## src/rtl/fetch_pkg.sv

```systemverilog
// Shared types and defaults for the fetch-stage sequencer.
package fetch_pkg;

    localparam int PC_W    = 32;
    localparam int INSTR_W = 32;

    localparam logic [PC_W-1:0] DEFAULT_RESET_PC = 32'h0000_0000;
    localparam logic [PC_W-1:0] DEFAULT_PC_STEP  = 32'd4;

    typedef enum logic [1:0] {
        FETCH = 2'd0,
        WAIT  = 2'd1,
        HOLD  = 2'd2
    } fetch_state_e;

    // Instruction addresses are word aligned; the low two bits never leave the stage.
    function automatic logic [PC_W-1:0] align_pc(input logic [PC_W-1:0] pc);
        return pc & ~(PC_W'(3));
    endfunction

endpackage

```

## src/rtl/fetch_ctrl.sv

```systemverilog
// Fetch-stage sequencer: owns the PC, runs one imem request at a time and
// hands instructions to decode, squashing responses made stale by redirects.
module fetch_ctrl
    import fetch_pkg::*;
#(
    parameter logic [PC_W-1:0] RESET_PC = DEFAULT_RESET_PC,
    parameter logic [PC_W-1:0] PC_STEP  = DEFAULT_PC_STEP
) (
    input  logic               CLK,
    input  logic               RSTN,
    output logic               IMEM_REQ,
    output logic [PC_W-1:0]    IMEM_ADDR,
    input  logic               IMEM_GNT,
    input  logic               IMEM_RVALID,
    input  logic [INSTR_W-1:0] IMEM_RDATA,
    input  logic               REDIRECT,
    input  logic [PC_W-1:0]    REDIRECT_PC,
    output logic [PC_W-1:0]    PC,
    output logic [INSTR_W-1:0] INSTR,
    output logic               VALID,
    output logic               STALLED,
    input  logic               NEXT_STALLED
);

    fetch_state_e       r_state;
    logic [PC_W-1:0]    r_fpc;
    logic [PC_W-1:0]    r_rpc;
    logic               r_drop;
    logic               r_req;
    logic               r_stalled;
    logic               r_valid;
    logic [PC_W-1:0]    r_pc;
    logic [INSTR_W-1:0] r_instr;

    fetch_state_e       w_next_state;
    logic [PC_W-1:0]    w_next_fpc;
    logic               w_next_drop;
    logic               w_load;
    logic               w_gnt;
    logic               w_rsp;
    logic [PC_W-1:0]    w_redirect_pc;

    // Grants and responses arriving in the wrong state are protocol errors and are ignored.
    assign w_gnt         = IMEM_GNT && r_req && (r_state == FETCH);
    assign w_rsp         = IMEM_RVALID && (r_state == WAIT);
    assign w_redirect_pc = align_pc(REDIRECT_PC);

    // NOTE: every output of this block gets a default first, so no path can infer a latch.
    always_comb begin
        w_next_state = r_state;
        w_next_fpc   = r_fpc;
        w_next_drop  = r_drop;
        w_load       = 1'b0;
        unique case (r_state)
            FETCH: begin
                if (REDIRECT) begin
                    w_next_fpc = w_redirect_pc;
                    if (w_gnt) begin
                        // Old address already went out; its response must be squashed.
                        w_next_state = WAIT;
                        w_next_drop  = 1'b1;
                    end
                end else if (w_gnt) begin
                    w_next_state = WAIT;
                end
            end
            WAIT: begin
                if (REDIRECT) begin
                    w_next_fpc = w_redirect_pc;
                    if (w_rsp) begin
                        w_next_state = FETCH;
                        w_next_drop  = 1'b0;
                    end else begin
                        w_next_drop  = 1'b1;
                    end
                end else if (w_rsp) begin
                    if (r_drop) begin
                        w_next_state = FETCH;
                        w_next_drop  = 1'b0;
                    end else begin
                        w_load       = 1'b1;
                        w_next_fpc   = r_rpc + PC_STEP;
                        w_next_state = NEXT_STALLED ? HOLD : FETCH;
                    end
                end
            end
            HOLD: begin
                if (REDIRECT) begin
                    w_next_fpc   = w_redirect_pc;
                    w_next_state = FETCH;
                end else if (!NEXT_STALLED) begin
                    w_next_state = FETCH;
                end
            end
            default: w_next_state = FETCH;
        endcase
    end

    // NOTE: state updates use non-blocking assignments so every register samples pre-edge values.
    always_ff @(posedge CLK) begin
        // NOTE: reset is synchronous; every register here, including the data holding registers, is cleared.
        if (RSTN) begin
            r_state   <= FETCH;
            r_fpc     <= align_pc(RESET_PC);
            r_rpc     <= '0;
            r_drop    <= 1'b0;
            r_req     <= 1'b0;
            r_stalled <= 1'b0;
            r_valid   <= 1'b0;
            r_pc      <= '0;
            r_instr   <= '0;
        end else begin
            r_state   <= w_next_state;
            r_fpc     <= w_next_fpc;
            r_drop    <= w_next_drop;
            r_req     <= (w_next_state == FETCH);
            r_stalled <= (w_next_state == WAIT) || (w_next_state == HOLD);
            if (w_gnt) begin
                r_rpc <= r_fpc;
            end
            if (w_load) begin
                r_pc    <= r_rpc;
                r_instr <= IMEM_RDATA;
            end
            // A consumed entry drops VALID unless a fresh response replaces it.
            if (REDIRECT) begin
                r_valid <= 1'b0;
            end else if (w_load) begin
                r_valid <= 1'b1;
            end else if (!NEXT_STALLED) begin
                r_valid <= 1'b0;
            end
        end
    end

    assign IMEM_REQ  = r_req;
    assign IMEM_ADDR = r_req ? r_fpc : '0;
    assign PC        = r_pc;
    assign INSTR     = r_instr;
    assign VALID     = r_valid;
    assign STALLED   = r_stalled;

endmodule

```

## config.mk

```make
export PLATFORM = sky130hd
export DESIGN_NAME = fetch_ctrl
export DESIGN_NICKNAME = d
export VERILOG_FILES = /design/src/rtl/fetch_pkg.sv /design/src/rtl/fetch_ctrl.sv
export SDC_FILE = /design/constraint.sdc
export NUM_CORES = 1
export LEC_CHECK = 0
export BUFFER_PORTS_ARGS = -buffer_cell sky130_fd_sc_hd__buf_2
export CORE_MARGIN = 10
export CORE_UTILIZATION = 40
export DETAILED_ROUTE_END_ITERATION = 10
export PLACE_DENSITY = 0.72
export SETUP_SLACK_MARGIN = 0.5
export SYNTH_ARGS = -nofsm -noshare
export SYNTH_HDL_FRONTEND = slang
export SYNTH_SLANG_ARGS = --single-unit
```

## constraint.sdc

```tcl
create_clock -name CLK -period 3.15 [get_ports CLK]
set_clock_uncertainty 0.05 [all_clocks]
set_input_delay 0.1575 -clock CLK [delete_from_list [all_inputs] [get_ports CLK]]
set_output_delay 0.1575 -clock CLK [all_outputs]
set_load 0.05 [all_outputs]
```

==> results of run 1 <==
==> report_power, final <==
group	switching (W)	internal, W	total (W)
sequential	0.0000410	0.00174	0.00178
clock	0.000740	0.00123	0.00197
combinational	0.000255	0.000140	0.000395
==> state kept, by name, summed over array words and instances (netlist names) <==
name      flops
INSTR        32
PC           32
r_fpc        32
r_rpc        32
r_state       2
IMEM_REQ      1
STALLED       1
VALID         1
r_drop        1
==> Yosys cell counts (all sizes together) (6+ instances only) <==
cell type  instances  area share [%]
a21oi            115              10
a32oi             15             2.3
and2              33             3.6
and4               6            0.93
buf               21             2.3
clkbuf            39             2.8
dfxtp            134              46
nand2            216              14
nand3             13             1.2
nand4              6            0.76
nor2              26             1.7
nor3              15             1.4
nor4               6             1.3
o21ai             11             1.0
o22ai             11             1.2
xnor2             13             2.0
xor2              11             1.7
==> stage by stage <==
stage	power [W]	hold slack (ps)	instances	instance area (um2)
finish	0.004148	5.942	1096	7594
global route	0.004291	16.48	1095	7591
CTS	0.004174	0.4800	1093	7586
detailed placement	0.002174	353.7	1025	6629
global placement	0.002169	347.6	1025	6629
floorplan	0.002053	243.5	730	5772
==> worst min path at each step <==
stage | startpoint | end | slack [ps]
2_1_floorplan | IMEM_RDATA[10] | INSTR[10] | 240
3_3_place_gp | IMEM_RDATA[12] | INSTR[12] | 350
3_5_place_dp | IMEM_RDATA[20] | INSTR[20] | 350
4_1_cts | REDIRECT_PC[28] | r_fpc[28] | 0.5
5_1_grt | REDIRECT_PC[28] | r_fpc[28] | 20
6_report | REDIRECT_PC[28] | r_fpc[28] | 6
==> final cells by class <==
class	instances	area (um2)	share of cell area, %
antenna	3	7.507	0.09886
sequential	134	2683	35.33
clock inverter	14	161.4	2.126
clock buffer	17	425.4	5.602
timing repair buffer	213	1291	17.00
tap	180	225.2	2.966
inverter	3	11.26	0.1483
multi-input combinational	532	2789	36.73
==> logic make-up after synthesis <==
kind of cell / after synthesis / share of synthesized area (%)
buf+inv: 64 / 5.463
fa+ha+maj: 2 / 0.4335
simple gates: 335 / 26.92
xor+xnor: 24 / 3.642
flops: 134 / 46.48
compound gates: 171 / 17.06
==> worst max-delay path, cell delays in order (launching register included) <==
cell	delay (ps)
dfxtp_1	460
ha_1	280
nand4_1	290
nor3_1	540
nand4_1	170
xor2_1	190
o21ai_0	110
==> metal layers <==
layer	vias up	wire length, um	GRT usage [%]
li1	2808	-	-
met3	27	1368	6.085
met4	0	434	7.500
met2	202	8633	29.18
met1	2579	7790	21.40
met5	-	0	0
==> repair_timing <==
item                                   4_1_cts  5_1_grt
hold buffers                                37        0
gates resized for setup                      0        0
endpoints found under the hold margin       38        0
==> flow_summary.yaml, run 1 <==
placed_design:
  dpl_worst_slack_ps: 987.8
  gp_congestion: 0.7732
  dp_hpwl_um: 11920
  io_buffer_count: 166
yosys:
  ys.flop_type: "dfxtp_1"
  async_reset_ff_share_pct: 0
  ys.warnings.count: 0
  ys_types: 50
  syn-num-nets: 802
  synth_seq_cells: 134
  synth_edf_count: 0
  synth_cells: 730
  syn_area_mm2: 0.005772
  yosysSeqAreaShare_pct: 46.48
  synth_area_per_cell_um2: 7.907
outcome:
  outcome: "finished clean"
die:
  die_x_um: 140.1
  die_area_mm2: 0.01963
  initial_utilization_pct: 41.26
  core_mm2: 0.01399
  rows: 43
  dieHeight_um: 140.1
  io-pin-count: 169
grt:
  grt_pass1_wl_um: 29010
  grt_pass1_vias: 5525
  grt_usage_pct: 18.04
  overflow: 0
  grt_start_max_net_pins: 71
  antenna_found_initial: 2
worst_setup_path:
  worstPathMaxFanout: 6
  crit_type: "register to register"
  worstPathRequired_ps: 3380
  cp.arrival_ps: 2450
  end_kind: "register"
  startpoint: "r_rpc[2]"
  r2r_start: "r_rpc[2]"
  reg2reg_to: "r_fpc[18]"
  r2r_setup_slack_ps: 930
  cp-start-kind: "register"
  crit_end: "r_fpc[18]"
  r2r_cells: 6
min_path:
  hold_depth: 3
  hp-class: "input port to register"
route:
  wl_per_cell_um: 16.63
  drtIter0Drc: 348
  drc: 0
  finalWirelength_um: 18230
  vias: 5616
  final_antenna_net_count: 0
  dr.pass1.iters: 4
  via_per_inst: 5.124
layout:
  layout_commonest_cell: "nand2_1"
  area_growth_pct: 31.56
  nFillCells: 1335
  fin_util_pct: 54.28
  final_layout_size_suffix_gt1_share_pct: 24.32
  num-nets-final: 973
  final_cell_mix: "nand2_1, buf_2, dfxtp_1, a21oi_1, dlygate4sd3_1"
cts:
  cts_sinks: 134
  htree_levels: 4
  tritoncts: "done"
  cts_setup_buffers: 0
  clock_latency_ps: 420
  cts_buffers: 17
  cts_max_path_buffers: 2
  clk_pin_slew_ps: 60
  root_buffer: "clkbuf_16"
power_and_ir_drop:
  pwr_density_cell_mw_per_mm2: 546.2
  ir_drop_v: 0.0003781
  leakage_nw: 3.084
sta:
  rsz0062_at_grt: "false"
  max_slew.worst_pin.slew_ps: 723.9
  fin_crit_sh_pct: 70.36
  slew_headroom_pct: 51.74
  layout_setup_ws_ps: 933.8
  period_minus_slack_ps: 2216
  finalMaxSlewViolations: 0
  fmax_ghz: 0.4512
  final_hold_viol_count: 0
  tns_ps: 0
  setup_viol: 0
flow_run:
  max_cap_viol_count: 0
Note: power is estimated with default switching activity, not from simulation.
==> run 2, diff against run 1 <==
PLACE_DENSITY = 0.75   (was 0.72)
clock period = 2 ns   (was 3.15 ns; I/O delays follow)
==> run 2 against run 1 <==
Compared with the run above: combinational power up 130%; setup slack got worse by 680 ps; power increased by 66%; clock-buffer cell count increased by 5; first-iteration DRC count up 47%; worst hold slack better by 28 ps; cell count up 8.8%; cell area rose by 25%; critical path depth increased by 1; clock power up 62%; routed wire length is 29% higher; critical path type unchanged.
==> flow_summary.yaml, run 2 (synthesized netlist as in run 1, its figures left out) <==
outcome:
  outcome: "finished clean"
sta:
  finalMaxSlewViolations: 0
  max_slew.worst_pin.slew_ps: 639.5
  final_hold_viol_count: 0
  fmax_ghz: 0.5742
  rsz0062_at_grt: "true"
  setup_viol: 0
  tns_ps: 0
  period_minus_slack_ps: 1742
  slew_headroom_pct: 57.37
  fin_crit_sh_pct: 87.08
die:
  io-pin-count: 169
  dieHeight_um: 140.1
  initial_utilization_pct: 41.26
  die_area_mm2: 0.01963
  core_mm2: 0.01399
  die_x_um: 140.1
  rows: 43
route:
  wl_per_cell_um: 19.65
  via_per_inst: 5.524
  vias: 6585
  finalWirelength_um: 23430
  drtIter0Drc: 513
  final_antenna_net_count: 0
  drc: 0
  dr.pass1.iters: 5
layout:
  num-nets-final: 1071
  final_layout_size_suffix_gt1_share_pct: 38.12
  layout_commonest_cell: "nand2_1"
  stdcell_count: 1192
  fin_util_pct: 67.77
  final_cell_mix: "nand2_1, buf_2, dfxtp_1, a21oi_1, buf_4"
  area_growth_pct: 64.25
cts:
  htree_levels: 4
  clk_pin_slew_ps: 60
  cts_buffers: 17
  tritoncts: "done"
  cts_sinks: 134
  root_buffer: "clkbuf_16"
  clock_latency_ps: 430
  cts_max_path_buffers: 2
grt:
  antenna_found_initial: 2
  overflow: 0
  grt_pass1_vias: 6234
  grt_start_max_net_pins: 59
  grt_pass1_wl_um: 33110
  grt_usage_pct: 20.48
placed_design:
  io_buffer_count: 166
  gp_congestion: 0.8147
  post-place-cells: 1044
  dp_hpwl_um: 12240
power_and_ir_drop:
  leakage_nw: 4.114
  pwr_density_cell_mw_per_mm2: 727.5
  ir_drop_v: 0.0005413
worst_setup_path:
  worstPathRequired_ps: 2280
  r2r_cells: 7
  r2r_setup_slack_ps: 260
  crit_type: "register to register"
  cp-start-kind: "register"
  worstPathMaxFanout: 14
  end_kind: "register"
  cp.arrival_ps: 2020
min_path:
  hold_depth: 4
  hp-class: "input port to register"
flow_run:
  max_cap_viol_count: 0
==> run 2: stage by stage <==
stage               hold slack, ps  total power (W)  area [um2]  setup slack [ps]
global route                 43.86         0.007095        9480             192.7
global placement             292.0         0.003435        6913             245.0
floorplan                    186.0         0.003241        5962             274.9
detailed placement           295.1         0.003441        6913             178.1
finish                       33.48         0.006897        9480             258.4
CTS                          2.415         0.006744        8776             376.4
==> run 2: power breakdown <==
| part | switching (W) | internal [W] |
|---|---|---|
| sequential | 0.0000703 | 0.00273 |
| combinational | 0.000500 | 0.000409 |
| clock | 0.00115 | 0.00204 |
| total | 0.00172 | 0.00518 |
==> run 2: final timing paths <==
| check | startpoint | end |
|---|---|---|
| setup / recovery | r_state[0] | PC[6] |
| hold reg to reg | INSTR[4] | INSTR[4] |
| setup reg to reg | r_state[0] | PC[6] |
| hold / removal | REDIRECT_PC[18] | r_fpc[18] |
==> run 2: critical path, cell delays in order (launching register included) <==
cell	delay [ps]
dfxtp_4	350
and3b_2	220
o21a_2	280
nand2_4	150
buf_4	140
buf_12	150
nand2_1	100
a21oi_1	210
==> run 2: cell type report <==
type / count / area [um2]
antenna: 2 / 5.005
clock inverter: 8 / 123.9
multi-input combinational: 534 / 3243
timing repair buffer: 309 / 2654
inverter: 3 / 11.26
sequential: 134 / 2744
clock buffer: 22 / 474.2
tap: 180 / 225.2
fill: 1004 / 4508
==> run 2: routing by layer <==
layer | up-vias | part of all wire, % | global-route usage [%]
met5 | - | 0 | 0
met4 | 0 | 3.6 | 7.826
met3 | 66 | 9.0 | 6.558
met2 | 358 | 49 | 33.73
met1 | 3149 | 39 | 24.28
li1 | 3012 | - | -
==> run 2: what timing repair did <==
item,4_1_cts,5_1_grt
hold buffers,54,0
hold endpoints to repair,57,0
cloned,5,9
resized for setup,100,89
setup endpoints to repair,161,146
setup buffers,29,19
pin swaps,39,40
==> run 3, diff against run 2 <==
ABC_AREA = 1   (was not set)
SETUP_SLACK_MARGIN = 0.15   (was 0.5)
SLEW_MARGIN = 15   (was not set)
==> run 3 against run 2 <==
Compared with the run above: worst hold slack lost 14 ps; global-route usage shrank 1.9 points; sequential power grew 5%; register-to-register slack lost 40 ps; first-iteration DRC count shrank 11%; non-clock buffer count shrank 70; core utilization shrank 12 points; maximum frequency shrank 2.2%; via count shrank 3.8%; sequential share of layout area grew 4.2 points; flip-flop and latch count is the same; synthesized cell count grew 20%; critical endpoint is now r_fpc[20].
==> flow_summary.yaml, run 3 <==
route:
  drtIter0Drc: 457
  finalWirelength_um: 19350
  dr.pass1.iters: 6
  drc: 0
  wl_per_cell_um: 15.07
  final_antenna_net_count: 0
  via_per_inst: 4.935
  vias: 6337
worst_setup_path:
  r2r_cells: 9
  r2r_start: "r_rpc[2]"
  cp-start-kind: "register"
  reg2reg_to: "r_fpc[20]"
  cp.arrival_ps: 2030
  path_buf_inv: 1
  crit_slowest_cell: "dfxtp_1"
  max_stage_delay_ps: 400
  r2r_setup_slack_ps: 220
  cp_top_family: "simple AND/OR/NAND/NOR gates"
  crit_type: "register to register"
  cp_common_cell: "nand2_1"
  path_cells: "ha_4, nand2_1, nor2_2, buf_4, nand3b_1, o21ai_0, nand3_1, nand2_1, a21oi_1"
  end_kind: "register"
  worstPathRequired_ps: 2250
  startpoint: "r_rpc[2]"
  worstPathMaxFanout: 3
cts:
  root_buffer: "clkbuf_16"
  clock_latency_ps: 420
  clk_pin_slew_ps: 60
  cts_buffers: 17
  tritoncts: "done"
  htree_levels: 4
  cts_max_path_buffers: 2
  cts_sinks: 134
layout:
  layout_commonest_cell: "nor2_1"
  final_layout_size_suffix_gt1_share_pct: 21.66
  stdcell_count: 1284
  fin_util_pct: 56.02
  area_growth_pct: 37.56
  num-nets-final: 1159
  final_cell_mix: "nor2_1, buf_2, nand2_1, dfxtp_1, o21ai_0"
placed_design:
  gp_congestion: 0.9413
  dp_hpwl_um: 13100
  post-place-cells: 1197
  dpl_worst_slack_ps: 241.6
  io_buffer_count: 166
yosys:
  synthTopCellsByCount: "nor2_1, nand2_1, dfxtp_1"
  syn-num-nets: 949
  synth_area_leaders: "dfxtp_1, nor2_1, o21ai_0"
  syn_area_mm2: 0.005897
  yosysTopAreaCellShare_pct: 45.49
  ys.flop_type: "dfxtp_1"
  synth_seq_cells: 134
  yosys.area.top_type: "dfxtp_1"
  synth_area_per_cell_um2: 6.724
  ys_types: 27
  synth_edf_count: 0
  synth_most_common_cell: "nor2_1"
  yosysSeqAreaShare_pct: 45.49
  async_reset_ff_share_pct: 0
  ys.warnings.count: 0
  synth_cells: 877
sta:
  rsz0062_at_grt: "true"
  period_minus_slack_ps: 1781
  final_hold_viol_count: 0
  fin_crit_sh_pct: 89.07
  layout_setup_ws_ps: 218.5
  finalMaxSlewViolations: 0
  setup_viol: 0
  tns_ps: 0
  fmax_ghz: 0.5613
  max_slew.worst_pin.slew_ps: 445.5
  slew_headroom_pct: 70.30
die:
  die_x_um: 141.4
  core_mm2: 0.01448
  dieHeight_um: 141.4
  die_area_mm2: 0.02000
  initial_utilization_pct: 40.73
  rows: 44
  io-pin-count: 169
grt:
  antenna_found_initial: 1
  overflow: 0
  grt_start_max_net_pins: 55
  grt_pass1_vias: 6068
  grt_pass1_wl_um: 30560
  grt_usage_pct: 18.60
flow_run:
  max_cap_viol_count: 0
min_path:
  hold_depth: 5
  whs_endpoint: "r_fpc[23]"
  hp-class: "input port to register"
  hp-start: "REDIRECT_PC[23]"
power_and_ir_drop:
  leakage_nw: 3.849
  pwr_density_cell_mw_per_mm2: 848.4
  ir_drop_v: 0.0006329
outcome:
  outcome: "finished clean"
## run 3: cell count changes after synthesis, sizes merged, moves of 23 or more
cell | previous run | this run
o21ai | 11 | 125
nand3 | 13 | 36
a21oi | 115 | 87
nand2 | 216 | 158
inv | 3 | 77
nor2 | 26 | 191
and2 | 33 | 2
## run 3: cells by family after synthesis
group | share of synthesized area [%]
AOI/OAI and AO/OA | 18.97
adders and majority gates | 0.4243
DFF | 45.49
buffers and inverters | 8.635
and+or+nand+nor | 26.48
## run 3: what timing repair did
item                                    CTS  global route
hold buffers                             51             0
endpoints found under the setup margin    0            31
resized for setup                         0            17
buffers inserted                          0             3
hold endpoints to repair                 52             0
## run 3: layout make-up
type	count	area, um2
timing repair inverter	1	7.507
inverter	78	296.5
clock inverter	8	72.57
fill	1370	6367
tap	184	230.2
multi-input combinational	616	2746
timing repair buffer	239	1573
antenna	1	2.502
clock buffer	23	498.0
sequential	134	2685
## run 3: where the power goes
group	total, W	leakage (nW)	internal [W]	switching (W)
logic	0.000969	2.48	0.000329	0.000641
clock network	0.00298	0.277	0.00186	0.00113
registers	0.00293	1.10	0.00281	0.000117
total	0.00688	3.85	0.00500	0.00188
## run 3: worst max path at each step
| stage | end | cells past startpoint |
|---|---|---|
| CTS | r_fpc[26] | 11 |
| finish | r_fpc[20] | 9 |
| global placement | r_fpc[22] | 11 |
| detailed placement | r_fpc[22] | 11 |
| global route | r_fpc[24] | 8 |
| floorplan | STALLED | 8 |
## run 3: metrics by stage
step / hold WS, ps / total power (W) / instance area (um2)
after floorplan: 129.3 / 0.003555 / 5897
after global placement: 269.8 / 0.003831 / 6950
after detailed placement: 279.5 / 0.003844 / 6950
after CTS: 8.324 / 0.006884 / 8031
after global routing: 37.17 / 0.007148 / 8112
final: 19.86 / 0.006882 / 8112
## run 3: metal layers
layer  track usage, %  vias up  wire length, um
met3            6.242       37             1521
met1            22.54     2820             8403
met2            29.91      252             8921
li1                 -     3228                -
met5                0        -                0
met4            6.939        0              501
## run 3: tightest hold or removal path: cells and delay by family
kind	cells	cell delay (ps)
simple gates	3	200
buf+inv	1	90
compound gates	1	50
